==> src/rtl/gpu_video_timing_gen.sv <==
// Raster timing generator: walks x/y counters through active, porch and sync regions
// and registers sync, active, coordinate and line/frame strobes decoded from next-state counters.
module gpu_video_timing_gen #(
  parameter int H_ACTIVE  = 640,
  parameter int H_FP      = 16,
  parameter int H_SYNC    = 96,
  parameter int H_BP      = 48,
  parameter int V_ACTIVE  = 480,
  parameter int V_FP      = 10,
  parameter int V_SYNC    = 2,
  parameter int V_BP      = 33,
  parameter int HSYNC_POL = 0,
  parameter int VSYNC_POL = 0,
  localparam int H_TOTAL  = H_ACTIVE + H_FP + H_SYNC + H_BP,
  localparam int V_TOTAL  = V_ACTIVE + V_FP + V_SYNC + V_BP,
  localparam int HW       = $clog2(H_TOTAL),
  localparam int VW       = $clog2(V_TOTAL)
) (
  input  logic          clk_in,
  input  logic          rst_n,
  input  logic          pix_en,
  output logic          hsync,
  output logic          vsync,
  output logic          active,
  output logic [HW-1:0] x,
  output logic [VW-1:0] y,
  output logic          line_start,
  output logic          frame_start
);

  if (H_ACTIVE < 1 || H_FP < 1 || H_SYNC < 1 || H_BP < 1 ||
      V_ACTIVE < 1 || V_FP < 1 || V_SYNC < 1 || V_BP < 1) begin : g_bad_timing
    $fatal(1, "gpu_video_timing_gen: every timing parameter must be >= 1");
  end
  if ((HSYNC_POL != 0 && HSYNC_POL != 1) || (VSYNC_POL != 0 && VSYNC_POL != 1)) begin : g_bad_pol
    $fatal(1, "gpu_video_timing_gen: sync polarities must be 0 or 1");
  end

  localparam logic [HW-1:0] H_LAST     = HW'(H_TOTAL - 1);
  localparam logic [VW-1:0] V_LAST     = VW'(V_TOTAL - 1);
  localparam logic [HW-1:0] H_ACT_END  = HW'(H_ACTIVE);
  localparam logic [HW-1:0] H_SYNC_BEG = HW'(H_ACTIVE + H_FP);
  localparam logic [HW-1:0] H_SYNC_END = HW'(H_ACTIVE + H_FP + H_SYNC);
  localparam logic [VW-1:0] V_ACT_END  = VW'(V_ACTIVE);
  localparam logic [VW-1:0] V_SYNC_BEG = VW'(V_ACTIVE + V_FP);
  localparam logic [VW-1:0] V_SYNC_END = VW'(V_ACTIVE + V_FP + V_SYNC);
  localparam logic          HS_ON      = 1'(HSYNC_POL);
  localparam logic          VS_ON      = 1'(VSYNC_POL);

  logic [HW-1:0] r_x;
  logic [VW-1:0] r_y;
  logic          r_hsync;
  logic          r_vsync;
  logic          r_active;
  logic          r_line_start;
  logic          r_frame_start;

  logic [HW-1:0] w_x_nxt;
  logic [VW-1:0] w_y_nxt;
  logic          w_hsync_nxt;
  logic          w_vsync_nxt;
  logic          w_active_nxt;
  logic          w_line_start_nxt;
  logic          w_frame_start_nxt;

  // Next raster position: x wraps at end of line and carries into y.
  always_comb begin
    w_x_nxt = r_x;
    w_y_nxt = r_y;
    if (pix_en) begin
      if (r_x == H_LAST) begin
        w_x_nxt = {HW{1'b0}};
        if (r_y == V_LAST) begin
          w_y_nxt = {VW{1'b0}};
        end else begin
          w_y_nxt = r_y + VW'(1);
        end
      end else begin
        w_x_nxt = r_x + HW'(1);
        w_y_nxt = r_y;
      end
    end else begin
      w_x_nxt = r_x;
      w_y_nxt = r_y;
    end
  end

  // Region decode on the next position so the registered outputs line up with x/y.
  always_comb begin
    w_active_nxt      = (w_x_nxt < H_ACT_END) && (w_y_nxt < V_ACT_END);
    w_hsync_nxt       = ((w_x_nxt >= H_SYNC_BEG) && (w_x_nxt < H_SYNC_END)) ? HS_ON : ~HS_ON;
    w_vsync_nxt       = ((w_y_nxt >= V_SYNC_BEG) && (w_y_nxt < V_SYNC_END)) ? VS_ON : ~VS_ON;
    w_line_start_nxt  = pix_en && (w_x_nxt == {HW{1'b0}});
    w_frame_start_nxt = w_line_start_nxt && (w_y_nxt == {VW{1'b0}});
  end

  // State and output registers; reset parks on the last pixel of the frame.
  always_ff @(posedge clk_in) begin
    if (!rst_n) begin
      r_x           <= H_LAST;
      r_y           <= V_LAST;
      r_active      <= 1'b0;
      r_hsync       <= ~HS_ON;
      r_vsync       <= ~VS_ON;
      r_line_start  <= 1'b0;
      r_frame_start <= 1'b0;
    end else begin
      r_x           <= w_x_nxt;
      r_y           <= w_y_nxt;
      r_active      <= w_active_nxt;
      r_hsync       <= w_hsync_nxt;
      r_vsync       <= w_vsync_nxt;
      r_line_start  <= w_line_start_nxt;
      r_frame_start <= w_frame_start_nxt;
    end
  end

  assign x           = r_x;
  assign y           = r_y;
  assign active      = r_active;
  assign hsync       = r_hsync;
  assign vsync       = r_vsync;
  assign line_start  = r_line_start;
  assign frame_start = r_frame_start;

endmodule
==> config.mk <==
export PLATFORM = sky130hd
export DESIGN_NAME = gpu_video_timing_gen
export DESIGN_NICKNAME = d
export VERILOG_FILES = /design/src/rtl/gpu_video_timing_gen.sv
export SDC_FILE = /design/constraint.sdc
export NUM_CORES = 1
export LEC_CHECK = 0
export ABC_AREA = 0
export CAP_MARGIN = 0
export CORE_MARGIN = 1
export CORE_UTILIZATION = 52
export CTS_BUF_LIST = sky130_fd_sc_hd__clkbuf_16
export CTS_CLUSTER_DIAMETER = 200
export DETAILED_ROUTE_END_ITERATION = 10
export PLACE_DENSITY = 0.79
export SLEW_MARGIN = 20
export SYNTH_ARGS = -nofsm -noshare
export SYNTH_HDL_FRONTEND = slang
export SYNTH_SLANG_ARGS = --single-unit
==> constraint.sdc <==
create_clock -name clk_in -period 2.95 [get_ports clk_in]
set_input_delay 0.59 -clock clk_in [delete_from_list [all_inputs] [get_ports clk_in]]
set_output_delay 0.59 -clock clk_in [all_outputs]
set_load 0.03 [all_outputs]
==> out/results.ini, run 1 <==
[cts]
cts_tree = built
ctsLongestPathBuffers = 2
numCtsBuffers = 3
clock_latency_ns = 0.26
cts.sink_count = 25
holdBufCountCts = 0
htree_levels = 1
root_buffer = clkbuf_16
post-cts-setup-buffer-count = 0
cts.clk_slew.worst_paths_ns = 0.06
cts_repair_resize_count = 0

[logic_synthesis]
synth_edf_count = 0
syn-instance-count = 202
yosysSeqAreaShare_pct = 31.0
syn_nets = 208
syn_area_per_cell_um2 = 8.00
synth-async-reset-ratio_pct = 0
synth.most_common_cell = dfxtp_1
synth_ff_type = dfxtp_1
ys_seq_elements = 25
netlist_top_cells_count = 25 x dfxtp_1, 18 x nand2_1, 12 x nand3_1
synth_top_area_share_pct = 31.0
ys_warn_count = 0
yosysTopAreaCell = dfxtp_1
syn_area_um2 = 1620
synthDistinctLibCells = 50
ys_top_cells_by_area = dfxtp_1 31%, xnor2_1 5.4%, nand2_1 4.2%

[critical_path]
cp_max_fo = 12
crit_path_start_kind = flip-flop
critical_path.cell_chain = ha_1 > and3_1 > and4_1 > o21ai_0 > o31ai_1 > nand3_1 > and4bb_1
crit_arrival_ns = 2.75
path_class = flip-flop to flip-flop
critPathMaxStageDelay_ns = 0.51
end_kind = flip-flop
slowest_stage = and4_1
required_ns = 3.15

[grt]
antenna_found_initial = 0
grt_usage_pct = 24.4
grt_max_degree = 16
grt_pass1_wl_um = 6380
grt_pass1_vias = 1356
grt_overflow = 0

[power]
cellLeakagePower_nw = 0.741
power.density_nw_per_um2 = 566
ir_drop_mv = 0.436

[route]
first_pass_iters = 7
drtIter0Drc = 52
num_vias = 1544
vias_per_cell = 6.08
ant_nets = 0
finalWirelength_um = 3770
drc = 2
detail_route.wl_per_cell_um = 14.8

[placement]
dp_slack_ns = 0.191
hpwl_um = 2790
port_buffers = 27
place.gp.congestion = 0.892

[finish]
num-fill-cells = 245
post-route-util_pct = 69.1
multi_input_area_um2 = 1010
diodes = 0
syn_to_final_growth_pct = 22.0
layout.nets = 230
regArea_um2 = 500
drive_above_1_share_pct = 8.07

[die]
rows = 19
die_h_um = 57.7
core-area_um2 = 2850
start_util_pct = 56.6
pin_count = 28
die-area_um2 = 3330
die_w_um = 57.7

[sta]
totalNegativeSetupSlack_ns = 0
fin_crit_sh_pct = 86.3
setup_viol = 0
post-route-min-period_ns = 2.55
hold_viol = 0
fin_ws_ns = 0.404
tightest_slew_ns = 0.508
slew_violations = 0
max_slew_margin_pct = 65.9
finClkSkew_ns = 0.00278
max_freq_mhz = 393
whs_ns = 0.570
rsz0062_at_grt = false

[status]
status = finished, violations left
violations = DRC

[min_path]
hp-class = flip-flop to flip-flop

[run]
drv_cap = 0

## critical path: cells and delay by family, from the launching register on
kind | cells | cell delay [ns]
adders and majority gates | 1 | 0.34
and+or+nand+nor | 4 | 1.26
DFF | 1 | 0.45
AOI/OAI and AO/OA | 2 | 0.45
## cell usage in the layout (no fill, tap or decap), drive strengths merged, types with 2 or more instances in the layout
cell	count
a31oi	3
o21ai	12
dfxtp	25
nor2b	4
mux2i	2
and3	5
o22ai	2
nor3	10
and4bb	2
nand2	18
nand2b	3
xnor2	11
nor4	2
a21oi	11
or4	2
inv	9
nor2	11
a31o	3
ha	3
o31ai	2
clkbuf	3
buf	5
nand3	12
nand4	5
clkdlybuf4s50	27
o211a	2
and4	2
or3	2
nand4b	3
nor4b	2
and2	9
## state kept, by name (all words and copies together) (netlist names)
| name | flops |
|---|---|
| frame_start | 1 |
| line_start | 1 |
| vsync | 1 |
| active | 1 |
| y | 10 |
| hsync | 1 |
| x | 10 |
## metal layers
layer	share of wire [%]	vias up	track usage (%)
li1	-	768	-
met1	50	740	34.5
met2	46	34	39.9
met3	3.3	2	4.02
met4	0.40	0	4.08
met5	0	-	0
## metrics by stage
| stage | power (mW) | area (um2) | instances |
|---|---|---|---|
| 5_1_grt | 1.17 | 1970 | 254 |
| 4_1_cts | 1.12 | 1970 | 254 |
| 6_report | 1.11 | 1970 | 254 |
| 3_3_place_gp | 0.805 | 1890 | 250 |
| 2_1_floorplan | 0.702 | 1620 | 202 |
| 3_5_place_dp | 0.816 | 1890 | 250 |
## path summary, 6_finish.rpt
kind | start | endpoint | slack [ns] | cells past startpoint
setup reg to reg | x[0] | frame_start | 0.40 | 7
hold reg to reg | x[1] | x[1] | 0.57 | 2
hold / removal | x[1] | x[1] | 0.57 | 2
setup / recovery | x[0] | frame_start | 0.40 | 7
## logic make-up after synthesis
group | Yosys count | share of synthesized area (%)
AO/OA/AOI/OAI | 42 | 16.9
XOR/XNOR | 12 | 6.97
adder cells (fa/ha/maj) | 3 | 2.32
buffers and inverters | 24 | 6.66
flip-flops | 25 | 31.0
multiplexers | 2 | 1.24
AND/OR/NAND/NOR | 94 | 34.9
## report_power, final
group          total, mW  internal [mW]  switching (mW)
registers          0.418          0.364          0.0541
logic              0.396          0.172           0.223
clock network      0.301          0.184           0.117
total               1.11          0.720           0.394
## cell type report
type | count | share of cell area [%]
Clock inverter | 1 | 0.381
Multi-Input combinational cell | 153 | 51.1
Tap cell | 31 | 1.97
Clock buffer | 3 | 3.81
Sequential cell | 25 | 25.4
Timing Repair Buffer | 32 | 15.6
Inverter | 9 | 1.71
(Power assumes the default switching activity.)
==> inputs of run 2 (changes only) <==
--- a/config.mk
+++ b/config.mk
@@ -6,7 +6,7 @@
 export NUM_CORES = 1
 export LEC_CHECK = 0
 export ABC_AREA = 0
-export CAP_MARGIN = 0
+export CAP_MARGIN = 30
 export CORE_MARGIN = 1
 export CORE_UTILIZATION = 52
 export CTS_BUF_LIST = sky130_fd_sc_hd__clkbuf_16
==> results of run 2 <==
The final DEF is identical to that of run 1; final timing and power are the same.
